**src/rtl/starship_repair_lock_if.sv**
```systemverilog
// rtl/starship_repair_lock_if.sv - digit entry / code status bundle for the repair lock
//
// Purpose: groups the repair-lock stimulus and status signals into one port.
//   master: the top level / station side (drives broken and digit entries)
//   slave : the repair lock itself (publishes code and entry status)
// Signals:
//   broken       station broken level, rising edge arms a repair
//   digit_valid  single-cycle entry strobe
//   digit        entered nibble {Sw3,Sw2,Sw1,Sw0}
//   code         target code, digit 0 in the top nibble
//   entered      correct digits so far, shifted in at LSB
//   entry_count  number of correct digits so far
//   busy         high while a code is armed
//   repaired     1-cycle pulse on full match
//   error        1-cycle pulse on wrong digit
//   timed_out    1-cycle pulse when a code expires and is replaced
interface starship_repair_lock_if #(
  parameter int unsigned NDIG = 4
);
  localparam int unsigned CW   = 4 * NDIG;
  localparam int unsigned CNTW = $clog2(NDIG + 1);

  logic            broken;
  logic            digit_valid;
  logic [3:0]      digit;
  logic [CW-1:0]   code;
  logic [CW-1:0]   entered;
  logic [CNTW-1:0] entry_count;
  logic            busy;
  logic            repaired;
  logic            error;
  logic            timed_out;

  modport master (
    output broken, digit_valid, digit,
    input  code, entered, entry_count, busy, repaired, error, timed_out
  );

  modport slave (
    input  broken, digit_valid, digit,
    output code, entered, entry_count, busy, repaired, error, timed_out
  );
endinterface

```
**src/rtl/starship_repair_lock.sv**
```systemverilog
// rtl/starship_repair_lock.sv - hex repair code generator and entry verifier
//
// Purpose: when a station goes broken, latch a code from a free-running
//   16-bit Galois LFSR, then check the player's nibbles in order. A full
//   match pulses repaired, a wrong nibble pulses error and restarts entry,
//   and an expired per-code timer pulses timed_out and issues a new code.
// Ports:
//   board_clk  in  system clock
//   Reset      in  asynchronous, active-high reset
//   bus        slave modport of starship_repair_lock_if (see that file)
module starship_repair_lock #(
  parameter int unsigned NDIG      = 4,
  parameter logic [15:0] LFSR_SEED = 16'hACE1,
  parameter logic [31:0] TIMEOUT   = 32'd500_000_000
) (
  input logic                   board_clk,
  input logic                   Reset,
  starship_repair_lock_if.slave bus
);

  localparam int unsigned CW   = 4 * NDIG;
  localparam int unsigned CNTW = $clog2(NDIG + 1);
  // An all-zero Galois LFSR would lock up, so a zero seed is forced to 1.
  localparam logic [15:0] SEED = (LFSR_SEED == 16'h0000) ? 16'h0001 : LFSR_SEED;
  localparam logic [15:0] LFSR_MASK = 16'hB400;

  typedef enum logic {
    S_IDLE  = 1'b0,
    S_ARMED = 1'b1
  } state_t;

  state_t          state_q, state_d;
  logic [15:0]     lfsr_q, lfsr_d;
  logic            broken_q;
  logic [31:0]     timer_q, timer_d;
  logic [CW-1:0]   code_q, code_d;
  logic [CW-1:0]   entered_q, entered_d;
  logic [CNTW-1:0] count_q, count_d;
  logic            repaired_q, repaired_d;
  logic            error_q, error_d;
  logic            timed_out_q, timed_out_d;

  logic            arm;
  logic [3:0]      expected_digit;
  logic            last_digit;

  assign arm = bus.broken & ~broken_q;

  // Nibble the player must enter next: digit 0 sits in the top nibble.
  assign expected_digit = code_q[4*(NDIG-1-int'(count_q)) +: 4];
  assign last_digit     = (count_q == CNTW'(NDIG - 1));

  assign lfsr_d = lfsr_q[0] ? ((lfsr_q >> 1) ^ LFSR_MASK) : (lfsr_q >> 1);

  always_ff @(posedge board_clk or posedge Reset) begin
    if (Reset) begin
      state_q     <= S_IDLE;
      lfsr_q      <= SEED;
      broken_q    <= 1'b0;
      timer_q     <= '0;
      code_q      <= '0;
      entered_q   <= '0;
      count_q     <= '0;
      repaired_q  <= 1'b0;
      error_q     <= 1'b0;
      timed_out_q <= 1'b0;
    end else begin
      state_q     <= state_d;
      lfsr_q      <= lfsr_d;
      broken_q    <= bus.broken;
      timer_q     <= timer_d;
      code_q      <= code_d;
      entered_q   <= entered_d;
      count_q     <= count_d;
      repaired_q  <= repaired_d;
      error_q     <= error_d;
      timed_out_q <= timed_out_d;
    end
  end

  always_comb begin
    state_d     = state_q;
    timer_d     = timer_q;
    code_d      = code_q;
    entered_d   = entered_q;
    count_d     = count_q;
    repaired_d  = 1'b0;
    error_d     = 1'b0;
    timed_out_d = 1'b0;

    unique case (state_q)
      S_IDLE: begin
        // Entries are ignored until a fresh broken edge arms a code.
        if (arm) begin
          code_d    = CW'(lfsr_q);
          entered_d = '0;
          count_d   = '0;
          timer_d   = TIMEOUT - 32'd1;
          state_d   = S_ARMED;
        end
      end

      S_ARMED: begin
        if (!bus.broken) begin
          // Station recovered by other means: drop progress, keep the code.
          entered_d = '0;
          count_d   = '0;
          state_d   = S_IDLE;
        end else if (timer_q == 32'd0) begin
          // Expiry wins over a same-cycle entry, which is dropped.
          timed_out_d = 1'b1;
          code_d      = CW'(lfsr_q);
          entered_d   = '0;
          count_d     = '0;
          timer_d     = TIMEOUT - 32'd1;
        end else if (bus.digit_valid && (bus.digit == expected_digit)) begin
          entered_d = {entered_q[CW-5:0], bus.digit};
          count_d   = count_q + CNTW'(1);
          if (last_digit) begin
            repaired_d = 1'b1;
            state_d    = S_IDLE;
          end else begin
            timer_d = timer_q - 32'd1;
          end
        end else if (bus.digit_valid) begin
          // Wrong nibble restarts entry but the code's time budget keeps running.
          error_d   = 1'b1;
          entered_d = '0;
          count_d   = '0;
          timer_d   = timer_q - 32'd1;
        end else begin
          timer_d = timer_q - 32'd1;
        end
      end

      default: state_d = S_IDLE;
    endcase
  end

  assign bus.code        = code_q;
  assign bus.entered     = entered_q;
  assign bus.entry_count = count_q;
  assign bus.busy        = (state_q == S_ARMED);
  assign bus.repaired    = repaired_q;
  assign bus.error       = error_q;
  assign bus.timed_out   = timed_out_q;

endmodule

```
**src/flat_wrapper.sv**
```systemverilog
// flat-port wrapper written by rule: the top's interface ports become plain ports
module starship_repair_lock_flat 
#(
  parameter int unsigned NDIG      = 4,
  parameter logic [15:0] LFSR_SEED = 16'hACE1,
  parameter logic [31:0] TIMEOUT   = 32'd500_000_000
)
  (board_clk, Reset, bus_broken, bus_digit_valid, bus_digit, bus_code, bus_entered, bus_entry_count, bus_busy, bus_repaired, bus_error, bus_timed_out);
  starship_repair_lock_if #(.NDIG(NDIG)) bus_i ();
  input logic board_clk;
  input logic Reset;
  input wire logic [$bits(bus_i.broken)-1:0] bus_broken;
  input wire logic [$bits(bus_i.digit_valid)-1:0] bus_digit_valid;
  input wire logic [$bits(bus_i.digit)-1:0] bus_digit;
  output wire logic [$bits(bus_i.code)-1:0] bus_code;
  output wire logic [$bits(bus_i.entered)-1:0] bus_entered;
  output wire logic [$bits(bus_i.entry_count)-1:0] bus_entry_count;
  output wire logic [$bits(bus_i.busy)-1:0] bus_busy;
  output wire logic [$bits(bus_i.repaired)-1:0] bus_repaired;
  output wire logic [$bits(bus_i.error)-1:0] bus_error;
  output wire logic [$bits(bus_i.timed_out)-1:0] bus_timed_out;
  assign bus_i.broken = bus_broken;
  assign bus_i.digit_valid = bus_digit_valid;
  assign bus_i.digit = bus_digit;
  assign bus_code = bus_i.code;
  assign bus_entered = bus_i.entered;
  assign bus_entry_count = bus_i.entry_count;
  assign bus_busy = bus_i.busy;
  assign bus_repaired = bus_i.repaired;
  assign bus_error = bus_i.error;
  assign bus_timed_out = bus_i.timed_out;
  starship_repair_lock #(.NDIG(NDIG), .LFSR_SEED(LFSR_SEED), .TIMEOUT(TIMEOUT)) u_core (.board_clk(board_clk), .Reset(Reset), .bus(bus_i));
endmodule
```
**config.mk**
```make
export PLATFORM = sky130hd
export DESIGN_NAME = starship_repair_lock_flat
export DESIGN_NICKNAME = d
export VERILOG_FILES = /design/src/rtl/starship_repair_lock_if.sv /design/src/rtl/starship_repair_lock.sv /design/src/flat_wrapper.sv
export SDC_FILE = /design/constraint.sdc
export NUM_CORES = 1
export LEC_CHECK = 0
export BUFFER_PORTS_ARGS = -buffer_cell sky130_fd_sc_hd__buf_2
export CAP_MARGIN = 20
export CORE_MARGIN = 1.5
export CORE_UTILIZATION = 50
export DETAILED_ROUTE_END_ITERATION = 8
export PLACE_DENSITY = 0.7
export SLEW_MARGIN = 10
export SYNTH_ARGS = -nofsm -noshare
export SYNTH_HDL_FRONTEND = slang
export SYNTH_SLANG_ARGS = --single-unit
```
**constraint.sdc**
```tcl
create_clock -name board_clk -period 3.7 [get_ports board_clk]
set_input_delay 0.555 -clock board_clk [delete_from_list [all_inputs] [get_ports board_clk]]
set_output_delay 0.555 -clock board_clk [all_outputs]
set_load 0.02 [all_outputs]
```
==> results.cfg, run 1 <==
[run_status]
status = finished clean

[setup_path]
rr_worst_depth = 6
crit_arrival_ps = 3580
timing.rr.end = u_core.bus.entry_count[0]
crit_path_end_kind = register
worstPathMaxFanout = 19
r2r_setup_slack_ps = 360
startpoint_type = register
required_ps = 3950
reg2reg_from = u_core.timer_q[18]
crit_type = reg -> reg

[grt]
grt_usage_pct = 24.4
antenna_found_initial = 0
grt_overflow = 0
grt_pass1_vias = 3408
grt_max_degree = 34
grt_pass1_wl_um = 17200

[yosys]
synth_area_mm2 = 0.00437
synth_ff_type = dfrtp_1
ys_ff_latch = 88
synthArstFlopShare_pct = 100
syn_inst = 400
seq_area_frac_synth_pct = 50.6
syn_nets = 412
yosysUniqueCellTypes = 65
synth_top_area_share_pct = 45.8
synth-edff-count = 0
avgSynthCellArea_um2 = 10.9
yosysWarnings = 0
synthTopCellsByArea = dfrtp_1, dfstp_2, a22o_1
yosys.area.top_type = dfrtp_1

[timing]
max_freq_mhz = 300
holdWs_ps = 178
final.min_clock_period_ps = 3340
timing.final.crit_share_pct = 90.2
final_hold_viol_count = 0
slew_headroom_pct = 34.0
finalClockSkew_ps = 10.8
final_max_slew_viol_count = 0
tns_ps = 0
setup_viol = 0
worst_slew_pin_slew_ps = 990
rsz0062_at_grt = false

[final_layout]
fin_nets = 454
antennaDiodeCount = 0
fin_area_mm2 = 0.00489
areaGrowthSynthToFinish_pct = 11.9
final_common_cell = dfrtp_1
layout-drive-gt1-share_pct = 23.5
final_cell_mix = dfrtp_1, buf_2, nor2_1, nand2_1, a22o_1
layoutNonFillerInstCount = 552

[drt]
first_pass_iters = 5
drt-total-wl_um = 10400
avgRoutedWirePerCell_um = 18.9
via_count = 3531
routed_via_density = 6.40
drt_iter0_drc = 191
antenna_left = 0
drc = 0

[clock_network]
cts_buffer_depth = 2
cts_hold_buf = 0
clk_pin_slew_worst_paths_ps = 100
post_cts_buffers = 0
tritoncts = yes
numClockSinks = 88
cts.htree.levels = 3
ctsResizeCount = 0
cts_buffers = 9
cts_root_buf = clkbuf_8
worstSkewPairLatency_ps = 360

[die]
dieWidth_um = 96.5
start_util_pct = 52.4
num_io_pins = 47
die_h_um = 96.5
coreArea_mm2 = 0.00834
dieArea_mm2 = 0.00932
core.rowCount = 33

[power_and_ir_drop]
powerDensity_mw_per_mm2 = 383
ir_drop_v = 0.000227
power.leakage_nw = 2.14

[placed_design]
portBuffers = 46
post-dp-hpwl_um = 7030
placed_cell_area_mm2 = 0.00469
numPlacedInstances = 536
place.gp.congestion = 0.843

[run]
drv_cap = 0

[min_path]
hold_path_class = in -> async
[worst max-delay path by stage]
| stage | end | depth (start not counted) | startpoint |
|---|---|---|---|
| after floorplan | u_core.broken_q | 1 | Reset |
| after global placement | u_core.bus.entry_count[0] | 6 | u_core.timer_q[18] |
| after detailed placement | u_core.bus.entry_count[0] | 6 | u_core.timer_q[18] |
| after CTS | u_core.bus.entry_count[0] | 6 | u_core.timer_q[18] |
| after global routing | u_core.bus.entry_count[0] | 6 | u_core.timer_q[23] |
| final | u_core.bus.entry_count[0] | 6 | u_core.timer_q[18] |
[routing by layer]
layer,vias to the layer above,part of all wire [%],global-route usage (%)
met5,-,0,0
met4,0,1.7,9.06
met1,1766,45,33.9
li1,1622,-,-
met3,20,6.0,5.71
met2,123,47,37.1
[cell usage after synthesis (all sizes together) (3+ instances only)]
master and number:
dfstp 8, nor3b 3, o22a 9, and3 4, ha 4, mux2 19
nand2 22, and2 3, clkbuf 14, a21oi 12, nand4 6, o21ai 8
dfrtp 80, or4 7, xor2 3, a22o 17, nand3 10, o211ai 4
mux4 4, a211oi 14, nor4 10, a2111oi 4, nor2 30, a41oi 3
a221oi 3, nand2b 5, o2111ai 5, inv 16, nor3 16, o31ai 4
buf 11, or3 7
[kinds of logic (layout without fill, tap and decap cells)]
kind of cell	count (synthesis)	count (layout)	synth area share (%)
multiplexers	25	25	7.41
flip-flops	88	88	50.6
XOR/XNOR	5	5	1.00
buffers and inverters	42	89	4.58
AO/OA/AOI/OAI	105	105	18.9
AND/OR/NAND/NOR	131	131	16.3
adder cells (fa/ha/maj)	4	4	1.14
[power by group]
part           switching [mW]  internal (mW)
clock                   0.392          0.264
sequential             0.0424          0.991
combinational           0.117         0.0678
[sequential cells by signal (all words and copies together) (netlist names)]
| signal | count |
|---|---|
| u_core.timer_q | 32 |
| u_core.broken_q | 1 |
| u_core.lfsr_q | 16 |
| u_core.bus.timed_out | 1 |
| u_core.bus.repaired | 1 |
| u_core.bus.entry_count | 3 |
| u_core.bus.error | 1 |
| u_core.bus.entered | 16 |
| u_core.bus.code | 16 |
| u_core.bus.busy | 1 |
[area by class of cell]
cell class | count | area [um^2]
clock inverters | 7 | 70.1
repair buffers | 56 | 305
multi-input cells | 270 | 1990
inverters | 17 | 65.1
clock buffers | 9 | 124
fillers | 741 | 3450
well taps | 105 | 131
flip-flops and latches | 88 | 2210
[stage by stage]
stage               total power, mW  utilization [%]  setup slack [ps]
global route                   1.96             58.7               212
detailed placement             1.23             56.2               455
finish                         1.87             58.7               362
global placement               1.23             56.2               547
CTS                            1.88             58.6               434
floorplan                      1.18                -               880
[critical path, stage by stage, from the launching register on]
cell,delay [ps]
dfrtp_1,470
or4_4,590
or4_4,590
o31ai_4,600
nor2_1,190
and3_1,430
mux2_2,350
Note: power is estimated with default switching activity, not from simulation.
==> run 2, diff against run 1 <==
Settings changed: ABC_AREA set to 1, PLACE_DENSITY 0.7 to 0.69.
==> run 2 against run 1 <==
Effect of this change: total power grew 43%; flip-flop and latch count is the same; core utilization shrank 1.8 points; critical path type unchanged; critical endpoint is now u_core.timer_q[9]; largest cell class unchanged.
==> results.cfg, run 2 <==
[final_layout]
layout-drive-gt1-share_pct = 16.9
largest_register = u_core.timer_q
fin_area_mm2 = 0.00528
postLayoutCoreUtil_pct = 56.9
largest_reg_flops = 32
areaGrowthSynthToFinish_pct = 9.47
final_common_cell = nand2_1
final_cell_mix = nand2_1, dfrtp_1, inv_1, nor2_1, buf_2
fin_nets = 683
antennaDiodeCount = 0
layoutNonFillerInstCount = 805

[yosys]
ys_ff_latch = 88
synthSimpleGateAreaFrac_pct = 35.5
yosysUniqueCellTypes = 35
synth_common_cells = nand2_1, dfrtp_1, inv_1
seq_area_frac_synth_pct = 45.9
syn_inst = 632
synth_compound_gate_area_share_pct = 5.89
synth_xor_area_share_pct = 2.00
synth_top_area_share_pct = 41.5
yosysMostFrequentCell = nand2_1
synth_ff_type = dfrtp_1
synth_area_mm2 = 0.00482
synthMuxAreaShare_pct = 0
synth_top_family_by_area = simple AND/OR/NAND/NOR gates
avgSynthCellArea_um2 = 7.63
synthAdderAreaFrac_pct = 1.04
synthTopCellsByArea = dfrtp_1, nand2_1, inv_1
synth-edff-count = 0
syn_nets = 644
synthArstFlopShare_pct = 100
yosysWarnings = 0
yosys.area.top_type = dfrtp_1

[die]
start_util_pct = 51.9
core.rowCount = 35
coreArea_mm2 = 0.00928
dieWidth_um = 101
dieArea_mm2 = 0.0102
die_h_um = 101
num_io_pins = 47

[clock_network]
cts_buffers = 9
cts_hold_buf = 0
cts_root_buf = clkbuf_8
clk_pin_slew_worst_paths_ps = 90
tritoncts = yes
post_cts_buffers = 0
cts_buffer_depth = 2
cts.htree.levels = 3
ctsResizeCount = 0
worstSkewPairLatency_ps = 360
numClockSinks = 88

[grt]
antenna_found_initial = 0
grt_overflow = 0
grt_usage_pct = 23.0
grt_pass1_vias = 3910
grt_pass1_wl_um = 18700
grt_max_degree = 54

[drt]
drt-total-wl_um = 10800
antenna_left = 0
drt_iter0_drc = 269
avgRoutedWirePerCell_um = 13.4
first_pass_iters = 8
routed_via_density = 5.14
drc = 0
via_count = 4134

[placed_design]
portBuffers = 46
numPlacedInstances = 789
placed_cell_area_mm2 = 0.00509
post-dp-hpwl_um = 7570
place.gp.congestion = 1.01

[setup_path]
cp_top_family = simple AND/OR/NAND/NOR gates
startpoint_type = register
crit_chain = inv_2 -> nand2_1 -> nand3_1 -> nand2_1 -> nand2_1 -> nand2_1 -> nand2_1 -> nor2_2 -> nand4_4 -> nand3_4 -> nand2_1 -> nand2_1
cp.depth = 12
r2r_setup_slack_ps = 1060
critPathSlowestCell = dfrtp_1
crit_arrival_ps = 2930
critPathMaxStageDelay_ps = 610
worstPathMaxFanout = 33
crit_type = reg -> reg
rr_worst_depth = 12
cpMostUsedCell = nand2_1
required_ps = 3990
crit_path_end_kind = register
crit_buf_inv = 1

[timing]
final_hold_viol_count = 0
max_freq_mhz = 378
rsz0062_at_grt = false
final.min_clock_period_ps = 2640
finalClockSkew_ps = 8.24
setup_viol = 0
holdWs_ps = 346
timing.final.crit_share_pct = 71.4
worst_slew_pin_slew_ps = 917
slew_headroom_pct = 38.8
final_max_slew_viol_count = 0
tns_ps = 0

[run]
drv_cap = 0

[power_and_ir_drop]
powerDensity_mw_per_mm2 = 508
ir_drop_v = 0.000304
power.leakage_nw = 2.71

[min_path]
hold_path_class = in -> reg
worstHoldPathCells = 1

[run_status]
status = finished clean
run 2: where the power goes:
part           internal [mW]  total, mW  switching [mW]  leakage (nW)
Combinational          0.254      0.811           0.557          1.47
Sequential              1.08       1.23           0.156          1.14
Clock                  0.272      0.634           0.362        0.0952
Total                   1.60       2.68            1.07          2.71
run 2: stage by stage:
stage / total power, mW / setup slack (ps)
after global routing: 2.88 / 812
after detailed placement: 2.06 / 1070
after floorplan: 1.88 / 880
after CTS: 2.70 / 1050
after global placement: 2.04 / 1140
final: 2.68 / 1060
run 2: kinds of logic after synthesis:
logic type | after synthesis
xor gates and xnor gates | 11
DFF | 88
buffers and inverters | 104
AOI/OAI and AO/OA | 45
and+or+nand+nor | 380
adders and majority gates | 4
run 2: final timing paths:
path | end | from
max in group asynchronous | u_core.bus.timed_out | Reset
min in group asynchronous | u_core.lfsr_q[14] | Reset
setup / recovery | u_core.timer_q[9] | u_core.bus.entry_count[0]
hold / removal | u_core.broken_q | bus_broken
setup reg to reg | u_core.timer_q[9] | u_core.bus.entry_count[0]
hold reg to reg | u_core.lfsr_q[5] | u_core.lfsr_q[6]
run 2: final cells by class:
cell class | instances | area, um^2
fillers | 869 | 4010
flip-flops and latches | 88 | 2210
multi-input cells | 440 | 2150
inverters | 82 | 309
repair buffers | 50 | 260
well taps | 129 | 161
clock buffers | 10 | 138
clock inverters | 6 | 50.0
run 2: worst register-to-register path, stage by stage (launching register included):
cell and delay, ps:
dfrtp_1 610, inv_2 150, nand2_1 100, nand3_1 80, nand2_1 120, nand2_1 60, nand2_1 60, nand2_1 50
nor2_2 170, nand4_4 470, nand3_4 500, nand2_1 140, nand2_1 80
run 2: routing by layer:
| metal | global-route usage [%] | up-vias | part of all wire, % |
|---|---|---|---|
| met5 | 0 | - | 0 |
| met4 | 7.69 | 0 | 1.5 |
| met3 | 3.52 | 18 | 4.1 |
| met2 | 36.0 | 112 | 46 |
| met1 | 33.0 | 1932 | 49 |
| li1 | - | 2072 | - |
==> run 3, diff against run 2 <==
Settings changed: PLACE_DENSITY 0.69 to 0.72.
Clock period 3.7 ns to 2.2 ns, I/O delays scaled along.
==> run 3 against run 2 <==
Effect of this change: critical path type unchanged; first-iteration DRC count grew 1.1%; critical endpoint is now u_core.timer_q[28]; critical path depth shrank 1; core utilization grew 1.8 points.
==> results.cfg, run 3 (synthesis results as in run 2) <==
[run_status]
status = finished clean

[clock_network]
cts_buffers = 9
cts.htree.levels = 3
numClockSinks = 88
clk_pin_slew_worst_paths_ps = 110
tritoncts = yes
worstSkewPairLatency_ps = 370
cts_root_buf = clkbuf_8
cts_buffer_depth = 2

[placed_design]
portBuffers = 46
numPlacedInstances = 796
place.gp.congestion = 0.926
post-dp-hpwl_um = 7680

[setup_path]
required_ps = 2440
critPathMaxStageDelay_ps = 400
critPathSlowestCell = dfrtp_1
crit_buf_inv = 2
crit_type = reg -> reg
worstPathMaxFanout = 16
crit_path_end_kind = register
startpoint_type = register
crit_arrival_ps = 2260
crit_chain = inv_1 -> ha_1 -> inv_1 -> nor3_1 -> nand3_1 -> nor2_4 -> nor2_2 -> nand4_4 -> nand3_4 -> nand2_1 -> nand2_1
cp_top_family = simple AND/OR/NAND/NOR gates

[power_and_ir_drop]
power.leakage_nw = 2.79
p_int_mw = 2.93
powerDensity_mw_per_mm2 = 878
p_seq_share_pct = 43.3
ir_drop_v = 0.000407
power_switching_mw = 1.85
switching_share_pct = 38.7
p_clk_share_pct = 26.4
combinationalPowerShare_pct = 30.3

[timing]
setup_viol = 0
final_hold_viol_count = 0
worst_slew_pin_slew_ps = 911
timing.final.crit_share_pct = 91.6
slew_headroom_pct = 39.3
tns_ps = 0
finalClockSkew_ps = 22.1
rsz0062_at_grt = false
max_freq_mhz = 496
final.min_clock_period_ps = 2010
final_max_slew_viol_count = 0

[final_layout]
layout-drive-gt1-share_pct = 18.0
register_area_mm2 = 0.00221
multi_input_area_mm2 = 0.00220
final_cell_mix = nand2_1, inv_1, dfrtp_1, nor2_1, buf_2
largest_register = u_core.timer_q
fin_nets = 692
layoutNonFillerInstCount = 814
postLayoutCoreUtil_pct = 58.7
final_common_cell = nand2_1
areaGrowthSynthToFinish_pct = 13.0
largest_reg_flops = 32
antennaDiodeCount = 0
fillers = 866

[drt]
drt_iter0_drc = 272
avgRoutedWirePerCell_um = 14.1
via_count = 4224
antenna_left = 0
first_pass_iters = 5
drc = 0
routed_via_density = 5.19
drt-total-wl_um = 11500

[die]
start_util_pct = 51.9
dieArea_mm2 = 0.0102
num_io_pins = 47
coreArea_mm2 = 0.00928
die_h_um = 101
core.rowCount = 35
dieWidth_um = 101

[min_path]
hold_path_class = in -> async

[grt]
grt_overflow = 0
grt_max_degree = 89
grt_pass1_wl_um = 18800
antenna_found_initial = 0
grt_pass1_vias = 4056
grt_usage_pct = 23.2

[run]
drv_cap = 0
==> run 3: changes by cell type in the layout (fill, tap and decap cells not counted), moves of 2 or more <==
cell,delta
buf_4,+5
buf_12,+2
bufinv_16,+2
nand3_4,+2
==> run 3: stage by stage <==
step	setup slack, ps	instance area, um^2	power [mW]	hold WS [ps]
floorplan	473	4830	3.16	354
global placement	160	5160	3.45	355
detailed placement	65.2	5160	3.48	359
CTS	67.4	5380	4.76	90.1
global route	8.44	5450	5.14	92.7
finish	186	5450	4.78	43.4
==> run 3: tightest hold or removal path, cell delays in order <==
cell and delay, ps:
buf_2 110, clkinvlp_4 70, buf_12 340
==> run 3: final cells by class <==
| class | instances | area share (%) |
|---|---|---|
| Tap cell | 129 | 2.96 |
| Inverter | 82 | 5.72 |
| Clock inverter | 6 | 1.68 |
| Clock buffer | 10 | 2.34 |
| Sequential cell | 88 | 40.6 |
| Multi-Input combinational cell | 442 | 40.5 |
| Timing Repair Buffer | 57 | 6.20 |
==> run 3: path summary, 6_finish.rpt <==
| kind | start | to | slack [ps] | cells after the start |
|---|---|---|---|---|
| hold reg to reg | u_core.lfsr_q[6] | u_core.lfsr_q[5] | 370 | 0 |
| setup / recovery | u_core.timer_q[0] | u_core.timer_q[28] | 190 | 11 |
| setup reg to reg | u_core.timer_q[0] | u_core.timer_q[28] | 190 | 11 |
| min in group board_clk | bus_broken | u_core.broken_q | 100 | 1 |
| max in group asynchronous | Reset | u_core.lfsr_q[13] | 1720 | 3 |
| hold / removal | Reset | u_core.bus.code[13] | 40 | 3 |
==> run 3: metal layers <==
metal,vias to the layer above,routed length [um],track usage [%]
met5,-,0,0
met4,0,262,9.62
met3,26,575,3.45
met2,121,5230,36.7
met1,1982,5390,32.0
li1,2095,-,-
==> run 3: what timing repair did <==
action / 4_1_cts / 5_1_grt
gates resized for setup: 0 / 9
hold endpoints to repair: 0 / 0
buffers inserted: 0 / 0
endpoints found under the setup margin: 0 / 67
hold buffers: 0 / 0
==> run 3: power groups by stage <==
| stage | registers (mW) | logic, mW | clock network, mW |
|---|---|---|---|
| 2_1_floorplan | 2.02 | 1.14 | 0 |
| 3_3_place_gp | 2.09 | 1.37 | 0 |
| 3_5_place_dp | 2.08 | 1.40 | 0 |
| 4_1_cts | 2.06 | 1.40 | 1.30 |
| 5_1_grt | 2.10 | 1.68 | 1.37 |
| 6_report | 2.07 | 1.45 | 1.26 |
